[src/rtl/screen_writer.sv]
// Text-mode screen writer: turns a received byte stream into character-buffer
// writes over a circular ROWS x COLS buffer, with cursor control and scrolling.
module screen_writer #(
  parameter int ROWS      = 24,
  parameter int COLS      = 80,
  parameter int ROW_BITS  = 5,
  parameter int COL_BITS  = 7,
  parameter int ADDR_BITS = 11
) (
  input  logic                 clk,
  input  logic                 reset,
  input  logic [7:0]           in_data,
  input  logic                 in_valid,
  output logic                 in_ready,
  output logic [COL_BITS-1:0]  cursor_x,
  output logic [ROW_BITS-1:0]  cursor_y,
  output logic [ADDR_BITS-1:0] first_char,
  output logic                 buf_we,
  output logic [ADDR_BITS-1:0] buf_addr,
  output logic [7:0]           buf_wdata
);

  localparam int N = ROWS * COLS;
  localparam logic [ADDR_BITS:0]   N_W      = (ADDR_BITS+1)'(N);
  localparam logic [ADDR_BITS:0]   COLS_W   = (ADDR_BITS+1)'(COLS);
  localparam logic [ADDR_BITS-1:0] COLS_A   = ADDR_BITS'(COLS);
  localparam logic [COL_BITS-1:0]  LAST_COL = COL_BITS'(COLS - 1);
  localparam logic [ROW_BITS-1:0]  LAST_ROW = ROW_BITS'(ROWS - 1);
  localparam logic [7:0]           SPACE    = 8'h20;

  typedef enum logic [1:0] {
    CLEAR_ALL = 2'd0,
    IDLE      = 2'd1,
    CLEAR_ROW = 2'd2
  } state_t;

  // Circular address sum; both operands are already below N.
  function automatic logic [ADDR_BITS-1:0] add_mod(
    input logic [ADDR_BITS-1:0] a,
    input logic [ADDR_BITS-1:0] b
  );
    logic [ADDR_BITS:0] sum;
    sum = {1'b0, a} + {1'b0, b};
    if (sum >= N_W) begin
      sum = sum - N_W;
    end else begin
      sum = sum;
    end
    return sum[ADDR_BITS-1:0];
  endfunction

  state_t               state_r, state_s;
  logic [ADDR_BITS:0]   cnt_r, cnt_s;
  logic [COL_BITS-1:0]  cursor_x_r, cursor_x_s;
  logic [ROW_BITS-1:0]  cursor_y_r, cursor_y_s;
  logic [ADDR_BITS-1:0] first_char_r, first_char_s;
  logic [ADDR_BITS-1:0] line_addr_r, line_addr_s;
  logic                 in_ready_r, in_ready_s;
  logic                 buf_we_r, buf_we_s;
  logic [ADDR_BITS-1:0] buf_addr_r, buf_addr_s;
  logic [7:0]           buf_wdata_r, buf_wdata_s;
  logic [COL_BITS:0]    tab_s;
  logic [ADDR_BITS-1:0] line_next_s;

  // State and output registers with synchronous reset.
  always_ff @(posedge clk) begin
    if (reset) begin
      state_r      <= CLEAR_ALL;
      cnt_r        <= '0;
      cursor_x_r   <= '0;
      cursor_y_r   <= '0;
      first_char_r <= '0;
      line_addr_r  <= '0;
      in_ready_r   <= 1'b0;
      buf_we_r     <= 1'b0;
      buf_addr_r   <= '0;
      buf_wdata_r  <= SPACE;
    end else begin
      state_r      <= state_s;
      cnt_r        <= cnt_s;
      cursor_x_r   <= cursor_x_s;
      cursor_y_r   <= cursor_y_s;
      first_char_r <= first_char_s;
      line_addr_r  <= line_addr_s;
      in_ready_r   <= in_ready_s;
      buf_we_r     <= buf_we_s;
      buf_addr_r   <= buf_addr_s;
      buf_wdata_r  <= buf_wdata_s;
    end
  end

  // Next-state, cursor and write-port logic.
  always_comb begin
    state_s      = state_r;
    cnt_s        = cnt_r;
    cursor_x_s   = cursor_x_r;
    cursor_y_s   = cursor_y_r;
    first_char_s = first_char_r;
    line_addr_s  = line_addr_r;
    in_ready_s   = 1'b0;
    buf_we_s     = 1'b0;
    buf_addr_s   = buf_addr_r;
    buf_wdata_s  = buf_wdata_r;
    tab_s        = {1'b0, cursor_x_r[COL_BITS-1:3], 3'b000} + (COL_BITS+1)'(8);
    line_next_s  = add_mod(line_addr_r, COLS_A);

    case (state_r)
      CLEAR_ALL: begin
        if (cnt_r < N_W) begin
          buf_we_s    = 1'b1;
          buf_addr_s  = cnt_r[ADDR_BITS-1:0];
          buf_wdata_s = SPACE;
          cnt_s       = cnt_r + (ADDR_BITS+1)'(1);
        end else begin
          state_s    = IDLE;
          in_ready_s = 1'b1;
        end
      end

      IDLE: begin
        in_ready_s = 1'b1;
        if (in_valid && in_ready_r) begin
          case (in_data)
            8'h0D: cursor_x_s = '0;
            8'h08: begin
              if (cursor_x_r != '0) begin
                cursor_x_s = cursor_x_r - COL_BITS'(1);
              end else begin
                cursor_x_s = cursor_x_r;
              end
            end
            8'h09: begin
              if (tab_s > {1'b0, LAST_COL}) begin
                cursor_x_s = LAST_COL;
              end else begin
                cursor_x_s = tab_s[COL_BITS-1:0];
              end
            end
            8'h0A: begin
              if (cursor_y_r < LAST_ROW) begin
                cursor_y_s  = cursor_y_r + ROW_BITS'(1);
                line_addr_s = line_next_s;
              end else begin
                // Scroll: the first clear write goes out with the LF itself.
                first_char_s = add_mod(first_char_r, COLS_A);
                line_addr_s  = line_next_s;
                buf_we_s     = 1'b1;
                buf_addr_s   = line_next_s;
                buf_wdata_s  = SPACE;
                cnt_s        = (ADDR_BITS+1)'(1);
                state_s      = CLEAR_ROW;
                in_ready_s   = 1'b0;
              end
            end
            default: begin
              if ((in_data >= 8'h20) && (in_data <= 8'h7E)) begin
                buf_we_s    = 1'b1;
                buf_addr_s  = add_mod(line_addr_r, ADDR_BITS'(cursor_x_r));
                buf_wdata_s = in_data;
                if (cursor_x_r == LAST_COL) begin
                  cursor_x_s = cursor_x_r;
                end else begin
                  cursor_x_s = cursor_x_r + COL_BITS'(1);
                end
              end else begin
                buf_we_s = 1'b0;
              end
            end
          endcase
        end else begin
          buf_we_s = 1'b0;
        end
      end

      CLEAR_ROW: begin
        if (cnt_r < COLS_W) begin
          buf_we_s    = 1'b1;
          buf_addr_s  = add_mod(line_addr_r, cnt_r[ADDR_BITS-1:0]);
          buf_wdata_s = SPACE;
          cnt_s       = cnt_r + (ADDR_BITS+1)'(1);
        end else begin
          state_s    = IDLE;
          in_ready_s = 1'b1;
        end
      end

      default: begin
        state_s = CLEAR_ALL;
        cnt_s   = '0;
      end
    endcase
  end

  assign in_ready   = in_ready_r;
  assign cursor_x   = cursor_x_r;
  assign cursor_y   = cursor_y_r;
  assign first_char = first_char_r;
  assign buf_we     = buf_we_r;
  assign buf_addr   = buf_addr_r;
  assign buf_wdata  = buf_wdata_r;

endmodule

[config.mk]
export PLATFORM = sky130hd
export DESIGN_NAME = screen_writer
export DESIGN_NICKNAME = d
export VERILOG_FILES = /design/src/rtl/screen_writer.sv
export SDC_FILE = /design/constraint.sdc
export NUM_CORES = 1
export LEC_CHECK = 0
export BUFFER_PORTS_ARGS = -buffer_cell sky130_fd_sc_hd__buf_2
export CORE_MARGIN = 4
export CORE_UTILIZATION = 53
export CTS_BUF_LIST = sky130_fd_sc_hd__clkbuf_16
export CTS_CLUSTER_DIAMETER = 50
export CTS_CLUSTER_SIZE = 10
export DETAILED_ROUTE_END_ITERATION = 10
export PLACE_DENSITY = 0.77
export SYNTH_ARGS = -nofsm -noshare
export SYNTH_HDL_FRONTEND = slang
export SYNTH_SLANG_ARGS = --single-unit
export TNS_END_PERCENT = 10
[constraint.sdc]
create_clock -name clk -period 2.9 [get_ports clk]
set_input_delay 0.435 -clock clk [delete_from_list [all_inputs] [get_ports clk]]
set_output_delay 0.435 -clock clk [all_outputs]
set_load 0.02 [all_outputs]
Yosys cells after proc, flatten, opt, wreduce, memory -nomap -nowiden
Index checks and enable logic that the tools add are counted.
{ "totals": {"wordCells": 116, "latchBits": 0, "inputBits": 11, "ff_bits": 69, "mem_bits_ro": 0, "ramBits": 0, "mem_count": 0} }
{ "classes": {"eq_ne": 19, "muxes": 48, "n_lt_le_gt_ge": 10, "addsub": 13, "div_mod_pow": 0, "n_bitwise": 2, "n_reduce_logical": 14, "mul": 0, "shift": 0} }
{ "ops": {"columns": ["op", "n"], "rows": [
  ["11-bit two-way mux", 9],
  ["12-bit two-way mux", 5],
  ["12-bit by 11-bit >= comparator with 1-bit output, second input constant", 4],
  ["11-bit subtractor, second input constant", 4],
  ["8-bit two-way mux", 5],
  ["12-bit one-hot mux with 3 select lines", 1],
  ["11-bit one-hot mux with 3 select lines", 1],
  ["8-bit by 4-bit equality test with 1-bit output, second input constant", 4],
  ["7-bit two-way mux", 4],
  ["7-bit one-hot mux with 4 select lines", 1],
  ["11-bit by 7-bit adder with 12-bit output, second input constant", 2],
  ["8-bit one-hot mux with 3 select lines", 1],
  ["11-bit one-hot mux with 2 select lines", 1],
  ["2-bit != test, second input constant", 8],
  ["8-bit one-hot mux with 2 select lines", 1],
  ["11-bit by 11-bit adder with 12-bit output", 1],
  ["11-bit by 7-bit adder with 12-bit output", 1],
  ["12-bit by 1-bit adder with 12-bit output, second input constant", 1],
  ["12-bit by 11-bit < comparator with 1-bit output, second input constant", 1],
  ["12-bit by 7-bit < comparator with 1-bit output, second input constant", 1],
  ["1-bit two-way mux", 10],
  ["2-bit two-way mux", 5],
  ["5-bit AND reduction", 2],
  ["7-bit by 4-bit adder with 8-bit output, second input constant", 1],
  ["28 further kinds", 32]
]} }

Longest topological paths before layout
{ "logic_depth": {"depth_word": 7, "ltp_mapped": 14} }

Worst setup path after synthesis
No wires, ideal clock.
{ "synth_timing": {"path_kind": "register to register", "startpoint": "reg cursor_x_r[4], in the netlist cursor_x[4]", "endpoint": "reg buf_addr_r[9], in the netlist buf_addr[9]", "stages_incl_launch_ff": 15, "synth_period_minus_slack_ns": 3.356, "required_ns": 2.773, "setup_ns": 0.127, "setup_slack_ns": -0.456, "t_arrival_ns": 3.229, "cell_sequence": "dfxtp_1 -> ha_1 -> inv_1 -> fa_1 -> nor2b_1 -> or2_2 -> nand2_1 -> xnor2_1 -> ha_1 -> and3_1 -> mux2_2 -> a311oi_1 -> xnor2_1 -> a2111oi_0 -> o21ai_1"} }
{ "synth_via": {"elab_chain_cells": 7} }
{ "synth_rtl": {"columns": ["item", "line", "source"], "rows": [
  ["start: declaration", "54", "logic [COL_BITS-1:0] cursor_x_r, cursor_x_s;"],
  ["start signal: assignment", "81", "cursor_x_r <= cursor_x_s;"],
  ["11-bit by 7-bit adder with 12-bit output *", "43", "sum = {1'b0, a} + {1'b0, b};"],
  ["11-bit subtractor or 12-bit by 11-bit >= comparator with 1-bit output (tied branches)", "45, 44", null],
  ["11-bit two-way mux *", "44", "if (sum >= N_W) begin"],
  ["11-bit two-way mux *", "156", "if ((in_data >= 8'h20) && (in_data <= 8'h7E)) begin"],
  ["11-bit one-hot mux with 2 select lines *", "123", "case (in_data)"],
  ["11-bit two-way mux *", "122", "if (in_valid && in_ready_r) begin"],
  ["11-bit one-hot mux with 3 select lines *", "107", "case (state_r)"],
  ["end signal: assignment", "87", "buf_addr_r <= buf_addr_s;"],
  ["end: declaration", "60", "logic [ADDR_BITS-1:0] buf_addr_r, buf_addr_s;"]
]} }
Every way passes the cells marked *; elsewhere a longest branch is shown, timed or not. The select of a mux whose other input is x is not followed.
A chain may end at the register's enable or synchronous reset.

Final worst setup path
{ "layout_timing": {"startpoint": "reg line_addr_r[4]", "endpoint": "reg buf_addr_r[9], in the netlist buf_addr[9]"} }
{ "layout_via": {"elab_chain_cells": 7} }
{ "layout_rtl": {"columns": ["item", "line", "source"], "rows": [
  ["start: declaration", "57", "logic [ADDR_BITS-1:0] line_addr_r, line_addr_s;"],
  ["start signal: assignment", "84", "line_addr_r <= line_addr_s;"],
  ["11-bit by 7-bit adder with 12-bit output", "43", null],
  ["11-bit subtractor or 12-bit by 11-bit >= comparator with 1-bit output (tied branches)", "45, 44", null],
  ["11-bit two-way mux", "44", null],
  ["11-bit two-way mux, on equally long branches", "156, 140", null],
  ["11-bit one-hot mux with 2 select lines", "123", null],
  ["11-bit two-way mux", "122", null],
  ["11-bit one-hot mux with 3 select lines *", "107", null]
]} }
Marked as above.

==> flow_summary.html <==
<table>
<tr><th>Metric</th><th>Value</th></tr>
<tr><th colspan="2">Status</th></tr>
<tr><td>Result of the run</td><td>complete, but fails checks</td></tr>
<tr><td>Violations in the final reports</td><td>setup timing</td></tr>
<tr><th colspan="2">Logic synthesis</th></tr>
<tr><td>Number of unique standard cell types used by synthesis</td><td>70</td></tr>
<tr><td>Cell Area, Synth</td><td>0.00447 mm^2</td></tr>
<tr><td>Asr flop ratio synth</td><td>0</td></tr>
<tr><td>Number of enable flip-flop cells after synthesis</td><td>0</td></tr>
<tr><td>Sequential cell area fraction in the yosys report</td><td>0.273</td></tr>
<tr><td>Synthesized area divided by synthesized cell count</td><td>7.87 um^2</td></tr>
<tr><td>Synthesis Warnings</td><td>0</td></tr>
<tr><td>Most instantiated flip-flop cell in the synthesis netlist</td><td>sky130_fd_sc_hd__dfxtp_1</td></tr>
<tr><td>Synth Instances</td><td>568</td></tr>
<tr><td>#FFs+latches synth</td><td>61</td></tr>
<tr><th colspan="2">Clock tree</th></tr>
<tr><td>Bufs on Longest Clock Path</td><td>2</td></tr>
<tr><td>Clock-pin transition on the worst setup and hold timing paths</td><td>0.06 ns</td></tr>
<tr><td>Clock Latency Late Sink</td><td>0.33 ns</td></tr>
<tr><td>Max H-tree Level</td><td>3</td></tr>
<tr><td>CTS root buffer</td><td>sky130_fd_sc_hd__clkbuf_16</td></tr>
<tr><td>CTS tree</td><td>built</td></tr>
<tr><td>Clock buffers created by TritonCTS</td><td>9</td></tr>
<tr><td>Number of buffers inserted for hold repair after clock tree synthesis</td><td>0</td></tr>
<tr><td>Number of clock sinks seen by CTS</td><td>61</td></tr>
<tr><th colspan="2">Setup path</th></tr>
<tr><td>Arrival time of data at the critical path endpoint</td><td>3.12 ns</td></tr>
<tr><td>Slowest-stage cell, CP</td><td>sky130_fd_sc_hd__dfxtp_2</td></tr>
<tr><td>Nature of the critical path startpoint</td><td>flop</td></tr>
<tr><td>Worst reg-to-reg setup slack</td><td>-0.01 ns</td></tr>
<tr><td>Chain of cells forming the critical path</td><td>ha_4, inv_2, fa_2, nor2b_2, or2_4, nand2_2, xnor2_2, ha_2, and3_4, mux2_4, a311oi_2, xnor2_1, a2111oi_1, o21ai_1</td></tr>
<tr><td>Data required, critical path</td><td>3.11 ns</td></tr>
<tr><td>Crit-path max cell delay</td><td>0.35 ns</td></tr>
<tr><td>Worst-path maximum fanout</td><td>3</td></tr>
<tr><td>Critical Setup Path Class</td><td>flop to flop</td></tr>
<tr><td>Endpoint type of the worst setup path</td><td>flop</td></tr>
<tr><th colspan="2">Global route</th></tr>
<tr><td>Global Route Usage Sum</td><td>0.262</td></tr>
<tr><td>Pin count of the biggest net entering global routing</td><td>42</td></tr>
<tr><td>Final global-route overflow total</td><td>0</td></tr>
<tr><td>Number of antenna violations at the first check in global routing</td><td>0</td></tr>
<tr><td>Global-route wire length before repair</td><td>21.4 mm</td></tr>
<tr><td>Number of global-route vias before repair</td><td>4506</td></tr>
<tr><th colspan="2">Routing</th></tr>
<tr><td>Antenna-violating nets left</td><td>0</td></tr>
<tr><td>First-pass iteration count of the detailed router</td><td>5</td></tr>
<tr><td>Drt drc</td><td>0</td></tr>
<tr><td>Vias</td><td>4617</td></tr>
<tr><td>Vias per cell</td><td>6.17</td></tr>
<tr><td>First-iteration detailed-routing DRC count</td><td>399</td></tr>
<tr><td>Avg WL per Cell</td><td>16.8 um</td></tr>
<tr><td>DRT Wirelength</td><td>12.6 mm</td></tr>
<tr><th colspan="2">Placed design</th></tr>
<tr><td>Number of input and output port buffers inserted</td><td>50</td></tr>
<tr><td>GPL Wtd Cong</td><td>0.937</td></tr>
<tr><td>Detail Placement HPWL</td><td>9.21 mm</td></tr>
<tr><td>Number of placed instances with taps included</td><td>727</td></tr>
<tr><td>Dpl cell area</td><td>0.00501 mm^2</td></tr>
<tr><td>Worst slack, placed</td><td>-0.173 ns</td></tr>
<tr><th colspan="2">Cells and area</th></tr>
<tr><td>Share of final-layout standard cells stronger than drive strength 1</td><td>0.210</td></tr>
<tr><td>Area taken by multi-input logic gates</td><td>0.00307 mm^2</td></tr>
<tr><td>Fillers</td><td>691</td></tr>
<tr><td>Area growth from synthesis to layout</td><td>20.6%</td></tr>
<tr><td>Final standard cell area without fillers</td><td>0.00539 mm^2</td></tr>
<tr><td>Number of diodes</td><td>0</td></tr>
<tr><td>Sequential standard cell area</td><td>0.00123 mm^2</td></tr>
<tr><td>Fin cells</td><td>748</td></tr>
<tr><td>Final #Nets</td><td>684</td></tr>
<tr><td>Final standard cell utilization of the core</td><td>0.656</td></tr>
<tr><th colspan="2">Worst hold path</th></tr>
<tr><td>Worst hold-check path type</td><td>input pin to flop</td></tr>
<tr><th colspan="2">Timing</th></tr>
<tr><td>Fin. max-slew vios</td><td>0</td></tr>
<tr><td>Unrepaired setup endpoints after global routing</td><td>yes</td></tr>
<tr><td>Final Setup Violations</td><td>1</td></tr>
<tr><td>Worst relative slew slack</td><td>0.617</td></tr>
<tr><td>TNS Setup</td><td>-0.0110 ns</td></tr>
<tr><td>Final worst path period need</td><td>2.91 ns</td></tr>
<tr><td>Worst slew pin tran</td><td>0.572 ns</td></tr>
<tr><td>Max Clk Rate</td><td>344 MHz</td></tr>
<tr><td>Setup WS post-layout</td><td>-0.0110 ns</td></tr>
<tr><td>Final critical-path share of the clock period</td><td>1.00</td></tr>
<tr><td>Count of final hold-check violations</td><td>0</td></tr>
<tr><td>Worst setup skew after layout</td><td>0.00601 ns</td></tr>
<tr><th colspan="2">Floorplan</th></tr>
<tr><td>Core outline area</td><td>0.00822 mm^2</td></tr>
<tr><td>Site Rows</td><td>33</td></tr>
<tr><td>I/O pin cnt</td><td>55</td></tr>
<tr><td>Die height</td><td>99.8 um</td></tr>
<tr><td>Die span in x</td><td>99.8 um</td></tr>
<tr><td>Initial Utilization</td><td>0.544</td></tr>
<tr><td>Die outline area</td><td>0.00997 mm^2</td></tr>
<tr><th colspan="2">Job</th></tr>
<tr><td>Max-cap viol count</td><td>0</td></tr>
<tr><th colspan="2">Power and ir drop</th></tr>
<tr><td>Max VDD drop</td><td>0.000301 V</td></tr>
<tr><td>Leakage power total</td><td>2.34 nW</td></tr>
<tr><td>Total power density per cell area</td><td>406 mW/mm^2</td></tr>
</table>
==> Yosys cell counts (all sizes together), types with 15 or more instances <==
library cell,count,area (um^2)
nand4,15,93.8
xnor2,17,149
dfxtp,61,1220
o21ai,27,135
nand3,20,100
ha,32,400
xor2,15,131
a211oi,17,133
inv,22,82.6
nor3,17,85.1
nor2,62,233
a21oi,32,160
nand2,47,176
clkbuf,26,97.6
==> area by class of cell <==
| class | instances | share of cell area |
|---|---|---|
| clock buffer | 9 | 0.0418 |
| clock inverter | 7 | 0.0137 |
| inverter | 22 | 0.0153 |
| multi-input combinational | 450 | 0.569 |
| sequential | 61 | 0.228 |
| tap | 105 | 0.0244 |
| timing repair buffer | 94 | 0.108 |
==> what timing repair did <==
item                                    in CTS  in global routing
endpoints found under the setup margin       2                  3
pin swaps                                    9                  7
resized for setup                           10                  2
buffers inserted                             3                  2
==> final timing paths <==
kind | from | to | depth (start not counted)
worst max-delay path | line_addr_r[4]$_SDFFE_PP0P_ | buf_addr[9]$_SDFFE_PP0P_ | 14
worst max register to register | line_addr_r[4]$_SDFFE_PP0P_ | buf_addr[9]$_SDFFE_PP0P_ | 14
worst min-delay path | in_data[1] | buf_wdata[1]$_SDFFE_PP0P_ | 3
worst min register to register | buf_addr[6]$_SDFFE_PP0P_ | buf_addr[6]$_SDFFE_PP0P_ | 2
==> per-layer routing <==
layer	part of all wire	up-vias	routed length (um)	track usage
met3	0.050	36	631	0.0438
met2	0.50	168	6260	0.449
met5	0	-	0	0
met4	0.035	0	441	0.119
met1	0.42	2198	5280	0.322
li1	-	2215	-	-
==> power breakdown <==
group,switching [W],internal [W]
clock network,0.000421,0.000668
logic,0.000140,0.0000714
registers,0.0000251,0.000861
==> cells by family after synthesis <==
| kind of cell | Yosys count | synth area share |
|---|---|---|
| xor+xnor | 32 | 0.0627 |
| mux | 12 | 0.0283 |
| other cells | 1 | 0.000839 |
| simple gates | 217 | 0.244 |
| fa+ha+maj | 36 | 0.105 |
| flops | 61 | 0.273 |
| buf+inv | 60 | 0.0554 |
| compound gates | 149 | 0.230 |
==> stage by stage <==
step	hold slack, ns	power (W)
floorplan	0.462	0.00104
global placement	0.441	0.00110
detailed placement	0.449	0.00111
CTS	0.383	0.00219
global route	0.414	0.00226
finish	0.393	0.00219
==> flip-flops by register name (all words and copies together) (netlist names) <==
| name | count |
|---|---|
| cnt_r | 12 |
| buf_addr | 11 |
| buf_wdata | 8 |
| cursor_x | 7 |
| first_char | 7 |
| line_addr_r | 7 |
| cursor_y | 5 |
| state_r | 2 |
| buf_we | 1 |
| in_ready | 1 |
==> layout by cell type, fill, tap and decap left out, types with 3 or more instances in the layout <==
cell type,instances
sky130_fd_sc_hd__a211o_1,4
sky130_fd_sc_hd__a211oi_1,16
sky130_fd_sc_hd__a21o_1,8
sky130_fd_sc_hd__a21oi_1,32
sky130_fd_sc_hd__a22oi_1,4
sky130_fd_sc_hd__a311oi_1,3
sky130_fd_sc_hd__a31oi_1,5
sky130_fd_sc_hd__a32oi_1,5
sky130_fd_sc_hd__and2_1,7
sky130_fd_sc_hd__and3_1,9
sky130_fd_sc_hd__buf_2,50
sky130_fd_sc_hd__buf_4,44
sky130_fd_sc_hd__clkbuf_16,9
sky130_fd_sc_hd__clkinvlp_4,3
sky130_fd_sc_hd__conb_1,4
sky130_fd_sc_hd__dfxtp_1,57
sky130_fd_sc_hd__dfxtp_2,3
sky130_fd_sc_hd__ha_1,30
sky130_fd_sc_hd__inv_1,21
sky130_fd_sc_hd__mux2_2,4
sky130_fd_sc_hd__mux2i_1,7
sky130_fd_sc_hd__nand2_1,46
sky130_fd_sc_hd__nand3_1,20
sky130_fd_sc_hd__nand3b_1,3
sky130_fd_sc_hd__nand4_1,15
sky130_fd_sc_hd__nand4b_1,3
sky130_fd_sc_hd__nor2_1,62
sky130_fd_sc_hd__nor2b_1,7
sky130_fd_sc_hd__nor3_1,17
sky130_fd_sc_hd__nor3b_1,4
sky130_fd_sc_hd__o211ai_1,9
sky130_fd_sc_hd__o21ai_0,26
sky130_fd_sc_hd__o21bai_1,4
sky130_fd_sc_hd__o311ai_0,4
sky130_fd_sc_hd__or3_1,6
sky130_fd_sc_hd__xnor2_1,16
sky130_fd_sc_hd__xor2_1,14
==> worst max-delay path: cells and delay by family (launching register included) <==
kind / cells / cell delay [ns]
compound gates: 3 / 0.68
xor+xnor: 2 / 0.22
fa+ha+maj: 3 / 0.67
buf+inv: 1 / 0.03
flops: 1 / 0.35
mux: 1 / 0.30
simple gates: 4 / 0.52
Power figures use the tool's default switching activity.
